**config.mk**
```make
export PLATFORM = sky130hd
export DESIGN_NAME = stage_execute_flat
export DESIGN_NICKNAME = d
export VERILOG_FILES = /design/src/rtl/asip_pkg.sv /design/src/rtl/stage_execute_if.sv /design/src/rtl/vector_alu.sv /design/src/rtl/stage_execute.sv /design/src/flat_wrapper.sv
export SDC_FILE = /design/constraint.sdc
export NUM_CORES = 1
export LEC_CHECK = 0
export ABC_AREA = 0
export CELL_PAD_IN_SITES_DETAIL_PLACEMENT = 0
export CELL_PAD_IN_SITES_GLOBAL_PLACEMENT = 1
export CORE_ASPECT_RATIO = 1.5
export CORE_MARGIN = 1.5
export CORE_UTILIZATION = 41
export CTS_BUF_LIST = sky130_fd_sc_hd__clkbuf_2 sky130_fd_sc_hd__clkbuf_4 sky130_fd_sc_hd__clkbuf_8
export CTS_CLUSTER_DIAMETER = 50
export DETAILED_ROUTE_END_ITERATION = 10
export HOLD_SLACK_MARGIN = 0.02
export PLACE_DENSITY = 0.83
export SLEW_MARGIN = 20
export SYNTH_ARGS = -nofsm -noshare
export SYNTH_HDL_FRONTEND = slang
export SYNTH_SLANG_ARGS = --single-unit
```
**constraint.sdc**
```tcl
create_clock -name clk -period 1.2 [get_ports clk]
set_input_delay 0.18 -clock clk [delete_from_list [all_inputs] [get_ports clk]]
set_output_delay 0.18 -clock clk [all_outputs]
set_load 0.01 [all_outputs]
```
**src/rtl/asip_pkg.sv**
```systemverilog
// Shared types for the vector execute stage: ALU opcodes, EX FSM states and
// writeback source selectors.
package asip_pkg;

   typedef enum logic [2:0] {
      ALU_ADD = 3'd0,
      ALU_SUB = 3'd1,
      ALU_AND = 3'd2,
      ALU_OR  = 3'd3,
      ALU_XOR = 3'd4,
      ALU_SLL = 3'd5,
      ALU_SRL = 3'd6,
      ALU_MUL = 3'd7
   } alu_op_t;

   typedef enum logic {
      IDLE = 1'b0,
      MUL  = 1'b1
   } ex_state_t;

   localparam logic [1:0] WB_FROM_MEM = 2'd0;
   localparam logic [1:0] WB_FROM_ALU = 2'd1;
   localparam logic [1:0] WB_FROM_IMM = 2'd2;

endpackage

```
**src/rtl/stage_execute_if.sv**
```systemverilog
// Decode -> execute -> writeback bundle. The master modport is the decode/writeback
// side, and the slave modport is the execute stage.
interface stage_execute_if #(
   parameter int vecSize      = 4,
   parameter int registerSize = 8
);
   import asip_pkg::*;

   logic                                    in_valid;
   logic                                    in_ready;
   alu_op_t                                 aluOp;
   logic [vecSize-1:0][registerSize-1:0]    srcA;
   logic [vecSize-1:0][registerSize-1:0]    srcB;
   logic [registerSize-1:0]                 imm_in;
   logic                                    writeEnable_in;
   logic [1:0]                              writeRegFrom_in;
   logic [3:0]                              regDest_in;

   logic                                    out_valid;
   logic [vecSize-1:0][registerSize-1:0]    aluResult;
   logic [vecSize-1:0][registerSize-1:0]    writeData;
   logic [registerSize-1:0]                 address;
   logic [registerSize-1:0]                 imm;
   logic                                    writeEnable;
   logic [1:0]                              writeRegFrom;
   logic [3:0]                              regDest;

   modport master (
      output in_valid, aluOp, srcA, srcB, imm_in, writeEnable_in, writeRegFrom_in, regDest_in,
      input  in_ready, out_valid, aluResult, writeData, address, imm, writeEnable,
             writeRegFrom, regDest
   );

   modport slave (
      input  in_valid, aluOp, srcA, srcB, imm_in, writeEnable_in, writeRegFrom_in, regDest_in,
      output in_ready, out_valid, aluResult, writeData, address, imm, writeEnable,
             writeRegFrom, regDest
   );

endinterface

```
**src/rtl/vector_alu.sv**
```systemverilog
// Combinational lane-parallel ALU for the single-cycle opcodes (ADD..SRL).
// ALU_MUL yields zero here; the execute stage owns the multiplier.
module vector_alu
   import asip_pkg::*;
#(
   parameter int vecSize      = 4,
   parameter int registerSize = 8
) (
   input  alu_op_t                              op,
   input  logic [vecSize-1:0][registerSize-1:0] a,
   input  logic [vecSize-1:0][registerSize-1:0] b,
   output logic [vecSize-1:0][registerSize-1:0] y
);

   localparam int SHW = (registerSize > 1) ? $clog2(registerSize) : 1;

   always_comb begin
      // NOTE: default every output first so no path through the case infers a latch.
      y = '0;
      for (int i = 0; i < vecSize; i++) begin
         case (op)
            ALU_ADD: y[i] = a[i] + b[i];
            ALU_SUB: y[i] = a[i] - b[i];
            ALU_AND: y[i] = a[i] & b[i];
            ALU_OR:  y[i] = a[i] | b[i];
            ALU_XOR: y[i] = a[i] ^ b[i];
            ALU_SLL: y[i] = a[i] << b[i][SHW-1:0];
            ALU_SRL: y[i] = a[i] >> b[i][SHW-1:0];
            default: y[i] = '0;
         endcase
      end
   end

endmodule

```
**src/rtl/stage_execute.sv**
```systemverilog
// Vector execute stage with registered EX/WB outputs. Define STAGE_EXECUTE_VMUL_EN
// for the lane-serial multiply; without it, aluOp 7 is single-cycle and yields zero.
module stage_execute
   import asip_pkg::*;
#(
   parameter int vecSize      = 4,
   parameter int registerSize = 8
) (
   input  logic            clk,
   input  logic            reset,
   input  logic            flush,
   stage_execute_if.slave  ex
);

   typedef logic [vecSize-1:0][registerSize-1:0] vec_t;
   typedef logic [registerSize-1:0]              word_t;

   logic  in_ready;
   logic  accept;
   vec_t  alu_y;

   logic        out_valid_q, out_valid_d;
   vec_t        alu_result_q, alu_result_d;
   vec_t        write_data_q, write_data_d;
   word_t       address_q, address_d;
   word_t       imm_q, imm_d;
   logic        we_q, we_d;
   logic [1:0]  from_q, from_d;
   logic [3:0]  dest_q, dest_d;

   vector_alu #(.vecSize(vecSize), .registerSize(registerSize)) u_alu (
      .op (ex.aluOp),
      .a  (ex.srcA),
      .b  (ex.srcB),
      .y  (alu_y)
   );

`ifdef STAGE_EXECUTE_VMUL_EN
   localparam int                LANE_W    = (vecSize > 1) ? $clog2(vecSize) : 1;
   localparam logic [LANE_W-1:0] LAST_LANE = LANE_W'(vecSize - 1);

   ex_state_t          state_q, state_d;
   logic [LANE_W-1:0]  lane_q, lane_d;
   vec_t               mul_a_q, mul_a_d;
   vec_t               mul_b_q, mul_b_d;
   vec_t               mul_res_q, mul_res_d;
   word_t              pend_imm_q, pend_imm_d;
   logic               pend_we_q, pend_we_d;
   logic [1:0]         pend_from_q, pend_from_d;
   logic [3:0]         pend_dest_q, pend_dest_d;
   word_t              lane_prod;

   assign in_ready  = (state_q == IDLE);
   assign lane_prod = mul_a_q[lane_q] * mul_b_q[lane_q];
`else
   assign in_ready = 1'b1;
`endif

   assign accept = ex.in_valid & in_ready & ~flush;

   always_comb begin
      out_valid_d  = 1'b0;
      alu_result_d = alu_result_q;
      write_data_d = write_data_q;
      address_d    = address_q;
      imm_d        = imm_q;
      we_d         = we_q;
      from_d       = from_q;
      dest_d       = dest_q;
`ifdef STAGE_EXECUTE_VMUL_EN
      state_d      = state_q;
      lane_d       = lane_q;
      mul_a_d      = mul_a_q;
      mul_b_d      = mul_b_q;
      mul_res_d    = mul_res_q;
      pend_imm_d   = pend_imm_q;
      pend_we_d    = pend_we_q;
      pend_from_d  = pend_from_q;
      pend_dest_d  = pend_dest_q;

      if (accept && ex.aluOp != ALU_MUL) begin
`else
      if (accept) begin
`endif
         out_valid_d  = 1'b1;
         alu_result_d = alu_y;
         write_data_d = ex.srcB;
         address_d    = ex.srcA[0] + ex.imm_in;
         imm_d        = ex.imm_in;
         we_d         = ex.writeEnable_in;
         from_d       = ex.writeRegFrom_in;
         dest_d       = ex.regDest_in;
      end

`ifdef STAGE_EXECUTE_VMUL_EN
      case (state_q)
         IDLE: begin
            if (accept && ex.aluOp == ALU_MUL) begin
               state_d     = MUL;
               lane_d      = '0;
               mul_a_d     = ex.srcA;
               mul_b_d     = ex.srcB;
               pend_imm_d  = ex.imm_in;
               pend_we_d   = ex.writeEnable_in;
               pend_from_d = ex.writeRegFrom_in;
               pend_dest_d = ex.regDest_in;
            end
         end
         MUL: begin
            if (flush) begin
               state_d = IDLE;
               lane_d  = '0;
            end else begin
               mul_res_d[lane_q] = lane_prod;
               if (lane_q == LAST_LANE) begin
                  // Last lane's product goes straight into the EX/WB register.
                  state_d      = IDLE;
                  lane_d       = '0;
                  out_valid_d  = 1'b1;
                  alu_result_d = mul_res_d;
                  write_data_d = mul_b_q;
                  address_d    = mul_a_q[0] + pend_imm_q;
                  imm_d        = pend_imm_q;
                  we_d         = pend_we_q;
                  from_d       = pend_from_q;
                  dest_d       = pend_dest_q;
               end else begin
                  lane_d = lane_q + LANE_W'(1);
               end
            end
         end
      endcase
`endif
   end

   // NOTE: sequential state uses non-blocking assignments so every flop samples pre-edge values.
   always_ff @(posedge clk or negedge reset) begin
      if (!reset) begin
         out_valid_q  <= 1'b0;
         alu_result_q <= '0;
         write_data_q <= '0;
         address_q    <= '0;
         imm_q        <= '0;
         we_q         <= 1'b0;
         from_q       <= '0;
         dest_q       <= '0;
`ifdef STAGE_EXECUTE_VMUL_EN
         state_q      <= IDLE;
         lane_q       <= '0;
         mul_a_q      <= '0;
         mul_b_q      <= '0;
         mul_res_q    <= '0;
         pend_imm_q   <= '0;
         pend_we_q    <= 1'b0;
         pend_from_q  <= '0;
         pend_dest_q  <= '0;
`endif
      end else begin
         out_valid_q  <= out_valid_d;
         alu_result_q <= alu_result_d;
         write_data_q <= write_data_d;
         address_q    <= address_d;
         imm_q        <= imm_d;
         we_q         <= we_d;
         from_q       <= from_d;
         dest_q       <= dest_d;
`ifdef STAGE_EXECUTE_VMUL_EN
         state_q      <= state_d;
         lane_q       <= lane_d;
         mul_a_q      <= mul_a_d;
         mul_b_q      <= mul_b_d;
         mul_res_q    <= mul_res_d;
         pend_imm_q   <= pend_imm_d;
         pend_we_q    <= pend_we_d;
         pend_from_q  <= pend_from_d;
         pend_dest_q  <= pend_dest_d;
`endif
      end
   end

   assign ex.in_ready     = in_ready;
   assign ex.out_valid    = out_valid_q;
   assign ex.aluResult    = alu_result_q;
   assign ex.writeData    = write_data_q;
   assign ex.address      = address_q;
   assign ex.imm          = imm_q;
   // Bubbles must never write data memory.
   assign ex.writeEnable  = we_q & out_valid_q;
   assign ex.writeRegFrom = from_q;
   assign ex.regDest      = dest_q;

endmodule

```
**src/flat_wrapper.sv**
```systemverilog
// flat-port wrapper written by rule: the top's interface ports become plain ports
module stage_execute_flat import asip_pkg::*;
#(
   parameter int vecSize      = 4,
   parameter int registerSize = 8
)
  (clk, reset, flush, ex_in_valid, ex_aluOp, ex_srcA, ex_srcB, ex_imm_in, ex_writeEnable_in, ex_writeRegFrom_in, ex_regDest_in, ex_in_ready, ex_out_valid, ex_aluResult, ex_writeData, ex_address, ex_imm, ex_writeEnable, ex_writeRegFrom, ex_regDest);
  stage_execute_if #(.vecSize(vecSize), .registerSize(registerSize)) ex_i ();
  input  logic clk;
  input  logic reset;
  input  logic flush;
  input wire logic [$bits(ex_i.in_valid)-1:0] ex_in_valid;
  input wire logic [$bits(ex_i.aluOp)-1:0] ex_aluOp;
  input wire logic [$bits(ex_i.srcA)-1:0] ex_srcA;
  input wire logic [$bits(ex_i.srcB)-1:0] ex_srcB;
  input wire logic [$bits(ex_i.imm_in)-1:0] ex_imm_in;
  input wire logic [$bits(ex_i.writeEnable_in)-1:0] ex_writeEnable_in;
  input wire logic [$bits(ex_i.writeRegFrom_in)-1:0] ex_writeRegFrom_in;
  input wire logic [$bits(ex_i.regDest_in)-1:0] ex_regDest_in;
  output wire logic [$bits(ex_i.in_ready)-1:0] ex_in_ready;
  output wire logic [$bits(ex_i.out_valid)-1:0] ex_out_valid;
  output wire logic [$bits(ex_i.aluResult)-1:0] ex_aluResult;
  output wire logic [$bits(ex_i.writeData)-1:0] ex_writeData;
  output wire logic [$bits(ex_i.address)-1:0] ex_address;
  output wire logic [$bits(ex_i.imm)-1:0] ex_imm;
  output wire logic [$bits(ex_i.writeEnable)-1:0] ex_writeEnable;
  output wire logic [$bits(ex_i.writeRegFrom)-1:0] ex_writeRegFrom;
  output wire logic [$bits(ex_i.regDest)-1:0] ex_regDest;
  assign ex_i.in_valid = ex_in_valid;
  assign ex_i.aluOp = ex_aluOp;
  assign ex_i.srcA = ex_srcA;
  assign ex_i.srcB = ex_srcB;
  assign ex_i.imm_in = ex_imm_in;
  assign ex_i.writeEnable_in = ex_writeEnable_in;
  assign ex_i.writeRegFrom_in = ex_writeRegFrom_in;
  assign ex_i.regDest_in = ex_regDest_in;
  assign ex_in_ready = ex_i.in_ready;
  assign ex_out_valid = ex_i.out_valid;
  assign ex_aluResult = ex_i.aluResult;
  assign ex_writeData = ex_i.writeData;
  assign ex_address = ex_i.address;
  assign ex_imm = ex_i.imm;
  assign ex_writeEnable = ex_i.writeEnable;
  assign ex_writeRegFrom = ex_i.writeRegFrom;
  assign ex_regDest = ex_i.regDest;
  stage_execute #(.vecSize(vecSize), .registerSize(registerSize)) u_core (.clk(clk), .reset(reset), .flush(flush), .ex(ex_i));
endmodule
```
==> flow_metrics.tcl <==
set metrics [dict create \
    hold_path.class "in -> reg" \
    rsz0062_at_grt "yes" \
    cts_tree "built" \
    fin_area_um2 14200 \
    synth.distinct_cells 66 \
    yosysWarnings 0 \
    ys_ff_latch 88 \
    cts_buffer_depth 2 \
    final_antenna_net_count 0 \
    synth-edff-count 0 \
    drt_iter0_drc 551 \
    async_reset_ff_frac 1.00 \
    wl_per_cell_um 19.0 \
    dp_cells 1733 \
    drcViolationCount 0 \
    p_leak_nw 6.87 \
    cp-start-kind "primary input" \
    final_core_util 0.654 \
    period_share 1.81 \
    worstSkewPairLatency_ns 0.41 \
    vias 10100 \
    status "finished, violations left" \
    seq_area_frac_synth 0.245 \
    synth_ff_type "dfrtp_1" \
    synth_cells 1067 \
    port_buffers 173 \
    worst_clock_skew_ns 0 \
    power_density_nw_per_um2 870 \
    cp.required_ns 1.49 \
    layout-drive-gt1-share 0.415 \
    htreeDepth 3 \
    path_clk_slew_ns 0.09 \
    gp_congestion 0.929 \
    cellInternalPower_mw 7.86 \
    num_rows 66 \
    grt_pass1_vias 10100 \
    setup_ws_ns -0.975 \
    synth_nets 1265 \
    worst_pin_slew_ns 0.489 \
    initial_core_util 0.415 \
    die_h_um 184 \
    fp.dieW_um 124 \
    final-instance-count-excl-fill 1800 \
    grt_max_degree 50 \
    violations "setup timing" \
    wl_mm 34.2 \
    dieArea_um2 22800 \
    cts.sinks 88 \
    layout.nets 1722 \
    io_pins 175 \
    finalHoldViolCount 0 \
    root_buffer "clkbuf_8" \
    clockPowerShare 0.195 \
    cts_made_buffers 9 \
    syn_area_um2 8990 \
    p_comb_frac 0.504 \
    setup_viol 32 \
    grt_pass1_wl_mm 52.1 \
    totalPowerFinal_mw 12.3 \
    drv_cap 0 \
    sw_frac_of_total 0.362 \
    drt_first_pass_iters 5 \
    max_slew_margin 0.671 \
    switchingPower_mw 4.45 \
    critical_path_class "in -> reg" \
    post-dp-hpwl_mm 25.9 \
    grt-ovfl-total 0 \
    seqPwrFrac 0.300 \
    dpl_cell_area_um2 13300 \
    crit_path_end_kind "register" \
    max_freq_mhz 460 \
    ir_worst_vdd_uv 470 \
    antenna_found_initial 0 \
    syn_area_per_cell_um2 8.42 \
    areaGrowthSynthToFinish_pct 57.5 \
    cp.arrival_ns 2.46 \
    diodes 0 \
    grt_use_total 0.298 \
    min_period_ns 2.18 \
    place_ws_ns -1.85 \
    avgViaCountPerCell 5.63 \
    finalMaxSlewViolations 0 \
    core_area_um2 21600 \
    cp_max_fo 5 \
]
[synthesized netlist by cell type (3+ instances only)]
cell type,n,area share
a211o_1,5,0.0049
a211oi_1,8,0.0067
a21oi_1,44,0.024
a221o_1,5,0.0056
a221oi_1,10,0.0097
a22oi_1,33,0.028
a31oi_1,21,0.015
a32oi_1,3,0.0029
a41oi_1,3,0.0029
and3_1,3,0.0021
and4_1,3,0.0029
buf_1,8,0.0033
buf_2,30,0.017
buf_4,5,0.0042
clkbuf_1,22,0.0092
clkinv_1,3,0.0013
dfrtp_1,88,0.24
fa_1,5,0.011
ha_1,107,0.15
inv_1,74,0.031
inv_2,5,0.0021
mux2_2,5,0.0063
mux2i_1,33,0.037
mux4_2,25,0.063
nand2_1,147,0.061
nand2b_1,15,0.010
nand3_1,13,0.0072
nor2_1,54,0.023
nor2b_1,13,0.0090
nor3_1,21,0.012
nor3b_1,4,0.0033
nor4_1,13,0.0090
o211ai_1,12,0.010
o21a_1,7,0.0058
o21ai_0,87,0.048
o21ai_1,6,0.0033
o221ai_1,11,0.011
o22a_1,3,0.0029
o22ai_1,27,0.019
o31a_1,5,0.0049
o31ai_1,4,0.0033
o41ai_1,4,0.0039
xnor2_1,36,0.035
xor2_1,7,0.0068
[cell type report]
class	count	area, um^2
Fill cell	1870	7480
Multi-Input combinational cell	830	6940
Clock inverter	3	65.1
Tap cell	272	340
Inverter	82	363
Timing Repair Buffer	513	4090
Clock buffer	12	159
Sequential cell	88	2200
[worst paths after layout]
check | start | to | slack (ns) | depth (start not counted)
min in group asynchronous | reset | u_core.ex.writeData[13] | 0.14 | 2
setup / recovery | ex_aluOp[2] | u_core.ex.aluResult[23] | -0.98 | 13
setup reg to reg | u_core.ex.address[6] | u_core.ex.address[6] | -0.02 | 3
hold reg to reg | u_core.ex.imm[7] | u_core.ex.imm[7] | 0.47 | 2
hold / removal | ex_imm_in[4] | u_core.ex.imm[4] | 0.06 | 3
max in group asynchronous | reset | u_core.ex.regDest[3] | 0.59 | 3
[routing by layer]
layer  track usage  wire (um)
met3        0.0393       1710
met2         0.528      17700
met4         0.150       1590
met1         0.345      13200
met5             0          0
[cells by family after synthesis]
kind of cell    Yosys count  share of synthesized area
compound gates          315                      0.228
fa+ha+maj               112                      0.160
buf+inv                 149                     0.0702
simple gates            296                      0.149
mux                      63                      0.106
flops                    88                      0.245
xor+xnor                 43                     0.0419
other cells               1                   0.000417
[cells in the final DEF, fill, tap and decap left out, drive strengths merged, types with 19 or more instances in the layout]
cell           instances
inv                   77
clkbuf                19
mux4                  25
dlygate4sd2           20
ha                   107
mux2i                 33
nand2                147
clkdlybuf4s50         30
o22ai                 27
a31oi                 21
a22oi                 33
dfrtp                 88
o21ai                 93
a21oi                 44
buf                  440
xnor2                 36
nor2                  54
nor3                  21
[flip-flops by register name (all words and copies together) (netlist names)]
name	count
u_core.ex.aluResult	32
u_core.ex.writeData	32
u_core.ex.address	8
u_core.ex.imm	8
u_core.ex.regDest	4
u_core.ex.writeRegFrom	2
u_core.ex.out_valid	1
u_core.we_q	1
[power by group through the flow]
stage | Combinational [mW] | Clock (mW) | Sequential [mW]
after floorplan | 2.69 | 0 | 3.92
after global placement | 5.76 | 0 | 3.77
after detailed placement | 5.86 | 0 | 3.78
after CTS | 5.90 | 2.44 | 3.70
after global routing | 6.74 | 2.56 | 3.75
final | 6.21 | 2.41 | 3.70
[what timing repair did]
| item | in CTS | in global routing |
|---|---|---|
| gates resized for setup | 535 | 109 |
| hold buffers | 2 | 0 |
| endpoints found under the setup margin | 127 | 68 |
| gates cloned | 1 | 0 |
| pin swaps | 43 | 73 |
| buffers inserted | 36 | 21 |
| hold endpoints to repair | 89 | 0 |
[worst max-delay path, cell delays in order]
cell and delay, ns:
buf_12 0.11, clkinv_4 0.04, and3_4 0.27, buf_6 0.12
mux2_4 0.31, inv_2 0.07, ha_4 0.19, nor2b_4 0.12
o31a_1 0.27, or4_4 0.43, a21oi_2 0.14, xnor2_1 0.13
o21ai_1 0.07
[metrics by stage]
| stage | hold slack [ns] | setup TNS, ns |
|---|---|---|
| 2_1_floorplan | -0.116 | -26.92 |
| 3_3_place_gp | 0.00753 | -70.02 |
| 3_5_place_dp | 0.00776 | -71.04 |
| 4_1_cts | 0.118 | -21.10 |
| 5_1_grt | 0.0731 | -23.37 |
| 6_report | 0.0645 | -21.38 |
No activity file was read; power rests on OpenSTA's default activity.
